## config.mk

```make
export PLATFORM = sky130hd
export DESIGN_NAME = lock_dialer
export DESIGN_NICKNAME = d
export VERILOG_FILES = /design/src/rtl/lock_dialer.sv
export SDC_FILE = /design/constraint.sdc
export NUM_CORES = 1
export LEC_CHECK = 0
export BUFFER_PORTS_ARGS = -buffer_cell sky130_fd_sc_hd__buf_2
export CORE_UTILIZATION = 48
export CTS_BUF_LIST = sky130_fd_sc_hd__clkbuf_4
export DETAILED_ROUTE_END_ITERATION = 12
export PLACE_DENSITY = 0.85
export SETUP_SLACK_MARGIN = 0.02
export SYNTH_ARGS = -nofsm -noshare
export SYNTH_HDL_FRONTEND = slang
export SYNTH_SLANG_ARGS = --single-unit
```

## constraint.sdc

```tcl
create_clock -name clk -period 2.5 [get_ports clk]
set_input_delay 0.25 -clock clk [delete_from_list [all_inputs] [get_ports clk]]
set_output_delay 0.25 -clock clk [all_outputs]
set_load 0.02 [all_outputs]
```

## src/rtl/lock_dialer.sv

```systemverilog
// lock_dialer: plays a 6-digit code into the lock over num/enter/lock_reset, classifies the hex0..hex5 display as OPEN/CLOSED/fault, and optionally sweeps the code in BCD
module lock_dialer #(
  parameter int SETUP_CYCLES = 2,
  parameter int PULSE_CYCLES = 2
) (
  input  logic        clk,
  input  logic        reset,
  input  logic        start,
  input  logic        sweep,
  input  logic [23:0] code,
  input  logic [6:0]  hex0,
  input  logic [6:0]  hex1,
  input  logic [6:0]  hex2,
  input  logic [6:0]  hex3,
  input  logic [6:0]  hex4,
  input  logic [6:0]  hex5,
  output logic [3:0]  num,
  output logic        enter,
  output logic        lock_reset,
  output logic        busy,
  output logic        done,
  output logic        opened,
  output logic        fault,
  output logic [23:0] cur_code
);
  localparam int T = 2 * SETUP_CYCLES + PULSE_CYCLES;
  localparam int CW = $clog2(T + 1);
  localparam logic [41:0] OPEN_PAT = {7'b1111111, 7'b1111111, 7'b1000000, 7'b0001100, 7'b0000110, 7'b0101011};
  localparam logic [41:0] CLOSED_PAT = {7'b1000110, 7'b1000111, 7'b1000000, 7'b0010010, 7'b0000110, 7'b1000000};
  typedef enum logic [2:0] {IDLE, RST, DIGIT, CHECK, DONE} state_t;
  state_t state, state_n;
  logic [CW-1:0] cnt, cnt_n;
  logic [2:0] idx, idx_n;
  logic sweep_q, sweep_n;
  logic [23:0] code_n, inc;
  logic [3:0] num_n;
  logic enter_n, lock_reset_n, busy_n, done_n, opened_n, fault_n, bad, c;
  logic [41:0] disp;
  assign disp = {hex5, hex4, hex3, hex2, hex1, hex0};
  always_comb begin
    inc = cur_code;
    bad = 1'b0;
    c = 1'b1;
    for (int i = 0; i < 6; i++) begin
      inc[4*i +: 4] = c ? (cur_code[4*i +: 4] == 4'd9 ? 4'd0 : cur_code[4*i +: 4] + 4'd1) : cur_code[4*i +: 4];
      c = c & (cur_code[4*i +: 4] == 4'd9);
      bad = bad | (code[4*i +: 4] > 4'd9);
    end
  end
  always_comb begin
    state_n = state;
    cnt_n = cnt + 1'b1;
    idx_n = idx;
    sweep_n = sweep_q;
    code_n = cur_code;
    busy_n = busy;
    done_n = done;
    opened_n = opened;
    fault_n = fault;
    case (state)
      IDLE, DONE: begin
        cnt_n = '0;
        if (start) begin
          code_n = code;
          sweep_n = sweep;
          idx_n = '0;
          done_n = sweep && bad;
          opened_n = 1'b0;
          fault_n = sweep && bad;
          busy_n = !(sweep && bad);
          state_n = (sweep && bad) ? DONE : RST;
        end
      end
      RST: if (cnt == CW'(T - 1)) begin
        cnt_n = '0;
        idx_n = '0;
        state_n = DIGIT;
      end
      DIGIT: if (cnt == CW'(T - 1)) begin
        cnt_n = '0;
        idx_n = idx + 3'd1;
        state_n = idx == 3'd5 ? CHECK : DIGIT;
      end
      default: if (cnt == CW'(SETUP_CYCLES - 1)) begin
        cnt_n = '0;
        if (disp == CLOSED_PAT && sweep_q && cur_code != 24'h999999) begin
          code_n = inc;
          state_n = RST;
        end else begin
          state_n = DONE;
          busy_n = 1'b0;
          done_n = 1'b1;
          opened_n = disp == OPEN_PAT;
          fault_n = disp != OPEN_PAT && disp != CLOSED_PAT;
        end
      end
    endcase
    // Strobe outputs are computed from the next phase position so they leave a flop
    lock_reset_n = state_n == RST;
    enter_n = (state_n == RST || state_n == DIGIT) && cnt_n >= CW'(SETUP_CYCLES) && cnt_n < CW'(SETUP_CYCLES + PULSE_CYCLES);
    num_n = state_n == DIGIT ? code_n[5'd20 - {idx_n, 2'b00} +: 4] : 4'd0;
  end
  always_ff @(posedge clk) begin
    if (reset) begin
      state <= IDLE;
      cnt <= '0;
      idx <= '0;
      sweep_q <= 1'b0;
      cur_code <= '0;
      num <= '0;
      enter <= 1'b0;
      lock_reset <= 1'b0;
      busy <= 1'b0;
      done <= 1'b0;
      opened <= 1'b0;
      fault <= 1'b0;
    end else begin
      state <= state_n;
      cnt <= cnt_n;
      idx <= idx_n;
      sweep_q <= sweep_n;
      cur_code <= code_n;
      num <= num_n;
      enter <= enter_n;
      lock_reset <= lock_reset_n;
      busy <= busy_n;
      done <= done_n;
      opened <= opened_n;
      fault <= fault_n;
    end
  end
endmodule

```

Yosys cells after proc, flatten, opt, wreduce, memory -nomap -nowiden

Cells that the tools add are included.
Widths: inputs -> output; s select.

Register bits after elaboration: 44
Bits of input ports: 70
Output and inout bits: 34
Logic and storage cells: 122

$add $sub $neg: 9
Order comparisons: 8
Equal/unequal tests: 21
Shifts and indexed selects: 1
Mux-type cells: 45
Bitwise operators: 11
Reduce and logical (&&, ||, !) cells: 15

Operator list:

| cell                 | number |
|---|---|
| $eq 42x42->1 const B | 2 |
| $ne 42x42->1 const B | 2 |
| $mux 24              | 3 |
| $pmux 24 s2          | 1 |
| $mux 4               | 11 |
| $mux 3               | 11 |
| $add 4x1->4 const B  | 6 |
| $eq 4x4->1 const B   | 6 |
| $gt 4x4->1 const B   | 6 |
| $ne 24x24->1 const B | 1 |
| $shiftx 24x6->4      | 1 |
| $pmux 3 s3           | 2 |
| $mux 1               | 12 |
| $eq 3x1->1 const B   | 3 |
| $eq 3x3->1 const B   | 3 |
| $pmux 1 s2           | 4 |
| $add 3x1->3 const B  | 2 |
| $eq 3x2->1 const B   | 2 |
| $logic_and 1x1->1    | 6 |
| $pmux 3 s2           | 1 |
| $reduce_or 2->1      | 3 |
| $or 1x1->1           | 5 |
| $sub 5x5->5 const A  | 1 |
| $and 1x1->1          | 4 |
| other kinds (11)     | 12 |

Logic depth before layout (Yosys ltp)

Depth in word-level cells: 14
Gate-level depth with buffers: 11
Depth with buffers taken out: 11

Worst setup path after synthesis

OpenSTA, ideal clock, no wires.

Path kind: input port to flip-flop
Start: in hex3[1]
End: reg num[1]
Library setup time: 0.130 ns
Arrival: 2.555 ns
Data required time: 2.370 ns
Path slack: -0.185 ns
Stages: 9
Path buffers: 1
Cells stage by stage: or4_1 > or3_1 > buf_2 > or4_4 > or2_0 > a311oi_2 > nor2_1 > a211oi_2 > o32ai_1

Cells in the longest elaborated chain, start to end: 9
Elaborated cells between the ends (all ways): 13
Those cells by class: 2 x eq/ne; 1 x shift; 6 x mux; 1 x bitwise; 3 x reduce/logical

RTL lines:

| element                                         | RTL line | RTL |
|---|---|---|
| start, declared                                 | 14       | `input logic [6:0] hex3,` |
| $eq 42x42->1 *                                  | 86       | `if (disp == CLOSED_PAT && sweep_q && cur_code != 24'h999999) begin` |
| $logic_and 1x1->1 * (2 in series)               | 86       |  |
| branches (longest 6 deep; another with $mux 24) | --       |  |
| end signal, assigned                            | 123      | `num <= num_n;` |
| end, declared                                   | 17       | `output logic [3:0] num,` |

Mark *: on every way between the ends.
A chain may end at the register's enable or synchronous reset.

Final worst setup path

Start: reg state[0]
End: reg num[2]

Cells in the longest elaborated chain, start to end: 6
Elaborated cells between the ends (all ways): 18
Those cells by class: 1 x add/sub; 4 x eq/ne; 1 x shift; 7 x mux; 1 x bitwise; 4 x reduce/logical

RTL lines:

| element                                             | RTL line | RTL |
|---|---|---|
| start, declared                                     | 31       | `state_t state, state_n;` |
| start signal, assigned                              | 118      | `state <= state_n;` |
| branches (longest 6 deep; another with $sub 5x5->5) | --       |  |

Parallel ways; which one is timed is not known.

==> run_summary.xml <==
<?xml version="1.0" encoding="UTF-8"?>
<metrics>
  <group name="yosys">
    <metric name="synth_area" unit="um^2">3210</metric>
    <metric name="synth_cells" unit="">431</metric>
    <metric name="synthesis_stage_register_bit_count" unit="">44</metric>
    <metric name="synth-warning-count" unit="">0</metric>
    <metric name="synthDominantAreaCellType" unit="">sky130_fd_sc_hd__dfxtp_1</metric>
    <metric name="post_synth.cell_area_avg" unit="um^2">7.45</metric>
    <metric name="synth_async_sr_flop_share" unit="">0</metric>
    <metric name="sequential_element_share_of_the_synthesized_area" unit="">0.274</metric>
    <metric name="post-synth-top-area-fraction" unit="">0.274</metric>
    <metric name="synthesis.nets" unit="">506</metric>
    <metric name="dominantRegCellSynth" unit="">sky130_fd_sc_hd__dfxtp_1</metric>
    <metric name="synth_top_cells_by_area" unit="">sky130_fd_sc_hd__dfxtp_1, sky130_fd_sc_hd__nor2_1, sky130_fd_sc_hd__a21oi_1, sky130_fd_sc_hd__nand2_1, sky130_fd_sc_hd__o21ai_0</metric>
    <metric name="synth_cell_type_count" unit="">73</metric>
    <metric name="synth_edf_count" unit="">0</metric>
  </group>
  <group name="timing">
    <metric name="finalWorstPathRequiredPeriod" unit="ns">2.52</metric>
    <metric name="skew" unit="ns">0.0213</metric>
    <metric name="postLayoutSetupSlackWorst" unit="ns">-0.0210</metric>
    <metric name="final.setup.tns" unit="ns">-0.0262</metric>
    <metric name="slew_violations" unit="">0</metric>
    <metric name="fin_crit_sh" unit="">1.01</metric>
    <metric name="tightestPinTransition" unit="ns">0.547</metric>
    <metric name="setup_viol_count_final" unit="">2</metric>
    <metric name="count_of_endpoints_failing_hold_in_the_final_timing_report" unit="">0</metric>
    <metric name="grt_setup_unrepaired" unit="">true</metric>
    <metric name="worst_slew_margin_relative_to_its_limit" unit="">0.635</metric>
    <metric name="max_freq" unit="MHz">397</metric>
    <metric name="worst_hold_slack" unit="ns">0.0863</metric>
  </group>
  <group name="power">
    <metric name="power.static_leakage" unit="nW">2.02</metric>
    <metric name="power_per_cell_area" unit="nW/um^2">416</metric>
    <metric name="switching_share" unit="">0.359</metric>
    <metric name="p_int" unit="mW">1.26</metric>
    <metric name="ir_worst_vdd" unit="V">0.000374</metric>
    <metric name="switching_power" unit="mW">0.704</metric>
    <metric name="comb_power_share" unit="">0.346</metric>
    <metric name="power.share.sequential" unit="">0.398</metric>
    <metric name="power_frac_clock" unit="">0.255</metric>
  </group>
  <group name="run_status">
    <metric name="outcome" unit="">complete, but fails checks</metric>
    <metric name="failed_checks" unit="">setup timing</metric>
  </group>
  <group name="global_routing">
    <metric name="globalRoute.totalOverflow" unit="">0</metric>
    <metric name="globalRouteTotalUtil" unit="">0.358</metric>
    <metric name="vias_in_the_first_global_route" unit="">4205</metric>
    <metric name="grt_pass1_wl" unit="um">20200</metric>
    <metric name="antenna_found_initial" unit="">0</metric>
    <metric name="maximum_number_of_pins_on_one_net_before_global_route_repair" unit="">34</metric>
  </group>
  <group name="route">
    <metric name="detail_route.iter0.violations" unit="">478</metric>
    <metric name="detail_route.vias_per_cell" unit="">6.53</metric>
    <metric name="topRoutingLayerUsed" unit="">met4</metric>
    <metric name="wl_met3" unit="um">1530</metric>
    <metric name="met2RoutedLength" unit="um">5950</metric>
    <metric name="routed_wire_length_per_instance" unit="um">18.8</metric>
    <metric name="drc" unit="">0</metric>
    <metric name="drt-pass1-iter-count" unit="">6</metric>
    <metric name="wl_met1" unit="um">4930</metric>
    <metric name="drt.antenna.violating_nets" unit="">0</metric>
    <metric name="detailroute.via_count" unit="">4504</metric>
    <metric name="drt_wl_total" unit="um">13000</metric>
  </group>
  <group name="setup_path">
    <metric name="critical_path_peak_fanout" unit="">10</metric>
    <metric name="worstPathArrival" unit="ns">2.82</metric>
    <metric name="critPathKind" unit="">reg2reg</metric>
    <metric name="worst_ep_required_time" unit="ns">2.80</metric>
    <metric name="startpoint_kind_of_the_worst_setup_timing_path" unit="">flip-flop</metric>
    <metric name="worst_setup_path_end_kind" unit="">flip-flop</metric>
  </group>
  <group name="min_path">
    <metric name="hold_path_class" unit="">in2reg</metric>
  </group>
  <group name="floorplanning">
    <metric name="die_height" unit="um">83.8</metric>
    <metric name="die-width" unit="um">83.8</metric>
    <metric name="rows" unit="">29</metric>
    <metric name="io_pins" unit="">104</metric>
    <metric name="core_area" unit="um^2">6390</metric>
    <metric name="initial_core_util" unit="">0.503</metric>
    <metric name="floorplan.die_area" unit="um^2">7020</metric>
  </group>
  <group name="cts">
    <metric name="clock_latency" unit="ns">0.38</metric>
    <metric name="worst_setup_hold_path_clk_slew" unit="ns">0.17</metric>
    <metric name="cts.root.buffer_cell" unit="">sky130_fd_sc_hd__clkbuf_4</metric>
    <metric name="cts_tree" unit="">built</metric>
    <metric name="cts_hold_repair.buffers" unit="">0</metric>
    <metric name="clock_sink_count" unit="">44</metric>
    <metric name="cts_made_buffers" unit="">5</metric>
    <metric name="cts_max_path_buffers" unit="">2</metric>
    <metric name="htreeDepth" unit="">2</metric>
  </group>
  <group name="finish">
    <metric name="signed_area_change_from_the_synthesized_netlist_to_the_final_layout" unit="%">46.9</metric>
    <metric name="nFillCells" unit="">470</metric>
    <metric name="final_net_count" unit="">687</metric>
    <metric name="insertedDiodeCount" unit="">0</metric>
    <metric name="drive_above_1_share" unit="">0.411</metric>
  </group>
  <group name="placed_design">
    <metric name="dp_hpwl" unit="um">9670</metric>
    <metric name="place.gp.congestion" unit="">1.06</metric>
    <metric name="portBuffers" unit="">103</metric>
  </group>
  <group name="run">
    <metric name="cap_viol_max_count" unit="">0</metric>
  </group>
</metrics>
[critical path, stage by stage, from the launching register on]
cell and delay [ns]:
sky130_fd_sc_hd__dfxtp_2 0.42, sky130_fd_sc_hd__nor3_1 0.32, sky130_fd_sc_hd__buf_4 0.18, sky130_fd_sc_hd__nor3_2 0.06, sky130_fd_sc_hd__buf_4 0.16, sky130_fd_sc_hd__a311oi_1 0.44
sky130_fd_sc_hd__nor3_2 0.12, sky130_fd_sc_hd__nand3b_1 0.28, sky130_fd_sc_hd__buf_4 0.20, sky130_fd_sc_hd__o32ai_2 0.25
[layout by cell type (no fill, tap or decap), drive strengths merged, types with 3 or more instances in the layout]
master / n
nor4bb: 7
o21ai: 26
nand3: 11
buf: 198
dfxtp: 44
nand4: 17
nand4b: 4
a31oi: 13
and2: 6
a41oi: 3
ha: 5
inv: 14
xor2: 3
nor3: 21
nor4: 10
clkbuf: 5
or2: 4
nor2b: 9
mux2i: 8
or3: 4
and3: 5
or4: 3
nor3b: 3
xnor2: 6
a211oi: 4
nand2: 42
nor2: 47
a22oi: 6
a311oi: 4
a21oi: 32
nor4b: 5
[cell families (layout without fill, tap and decap cells)]
group                      after synthesis  in the layout  synth area share
xor gates and xnor gates                 9              9            0.0246
adders and majority gates                5              5            0.0195
DFF                                     44             44             0.274
buffers and inverters                   38            220            0.0460
muxes                                    8              8            0.0249
AOI/OAI and AO/OA                      118            118             0.247
and+or+nand+nor                        209            209             0.364
[worst paths after layout]
check	startpoint	end	slack [ns]	depth (start not counted)
setup reg to reg	state[0]	num[2]	-0.02	9
hold / removal	code[12]	cur_code[12]	0.09	3
hold reg to reg	cnt[0]	cnt[0]	0.47	1
setup / recovery	state[0]	num[2]	-0.02	9
[flip-flops by register name (all words and copies together), names as in the netlist]
register	count
lock_reset	1
num	4
fault	1
cur_code	24
state	3
done	1
sweep_q	1
cnt	3
enter	1
opened	1
busy	1
idx	3
[metal layers]
| metal | global-route usage | vias up |
|---|---|---|
| met5 | 0 | - |
| met4 | 0.151 | 0 |
| met3 | 0.0673 | 66 |
| met2 | 0.574 | 351 |
| met1 | 0.470 | 2089 |
| li1 | - | 1998 |
[power by group through the flow]
stage          Sequential (mW)  Combinational [mW]  Clock, mW
3_5_place_dp             0.792               0.636          0
5_1_grt                  0.786               0.720      0.527
4_1_cts                  0.779               0.646      0.498
6_report                 0.781               0.679      0.501
3_3_place_gp             0.789               0.621          0
2_1_floorplan            0.852               0.261          0
[synth_stat cells (all sizes together), types with 5 or more instances]
cell type,instances
nor2,47
dfxtp,44
nand2,42
a21oi,32
o21ai,26
clkbuf,21
nor3,21
nand4,17
inv,14
a31oi,13
nand3,11
nor4,10
nor2b,9
mux2i,8
nor4bb,7
a22oi,6
and2,6
xnor2,6
and3,5
ha,5
nor4b,5
[what timing repair did]
| item | CTS | global route |
|---|---|---|
| resized for setup | 14 | 30 |
| setup buffers | 4 | 6 |
| endpoints found under the setup margin | 4 | 7 |
| pin swaps | 2 | 10 |
[final cells by class]
cell class,count,area (um^2),area share
timing repair buffer,198,1240,0.263
clock inverter,3,47.5,0.0101
multi-input combinational,349,2350,0.498
inverter,14,52.6,0.0111
sequential,44,892,0.189
clock buffer,5,37.5,0.00796
tap,77,96.3,0.0204
[metrics by stage]
stage | area [um^2] | total power [mW] | instances | setup WS [ns] | utilization
after floorplan | 3240 | 1.11 | 431 | -0.0835 | -
after global placement | 4390 | 1.41 | 672 | -0.382 | 0.688
after detailed placement | 4390 | 1.43 | 672 | -0.419 | 0.688
after CTS | 4560 | 1.92 | 684 | 0.0112 | 0.714
after global routing | 4720 | 2.03 | 690 | -0.0776 | 0.739
final | 4720 | 1.96 | 690 | -0.0210 | 0.739
No activity file was read; power rests on OpenSTA's default activity.
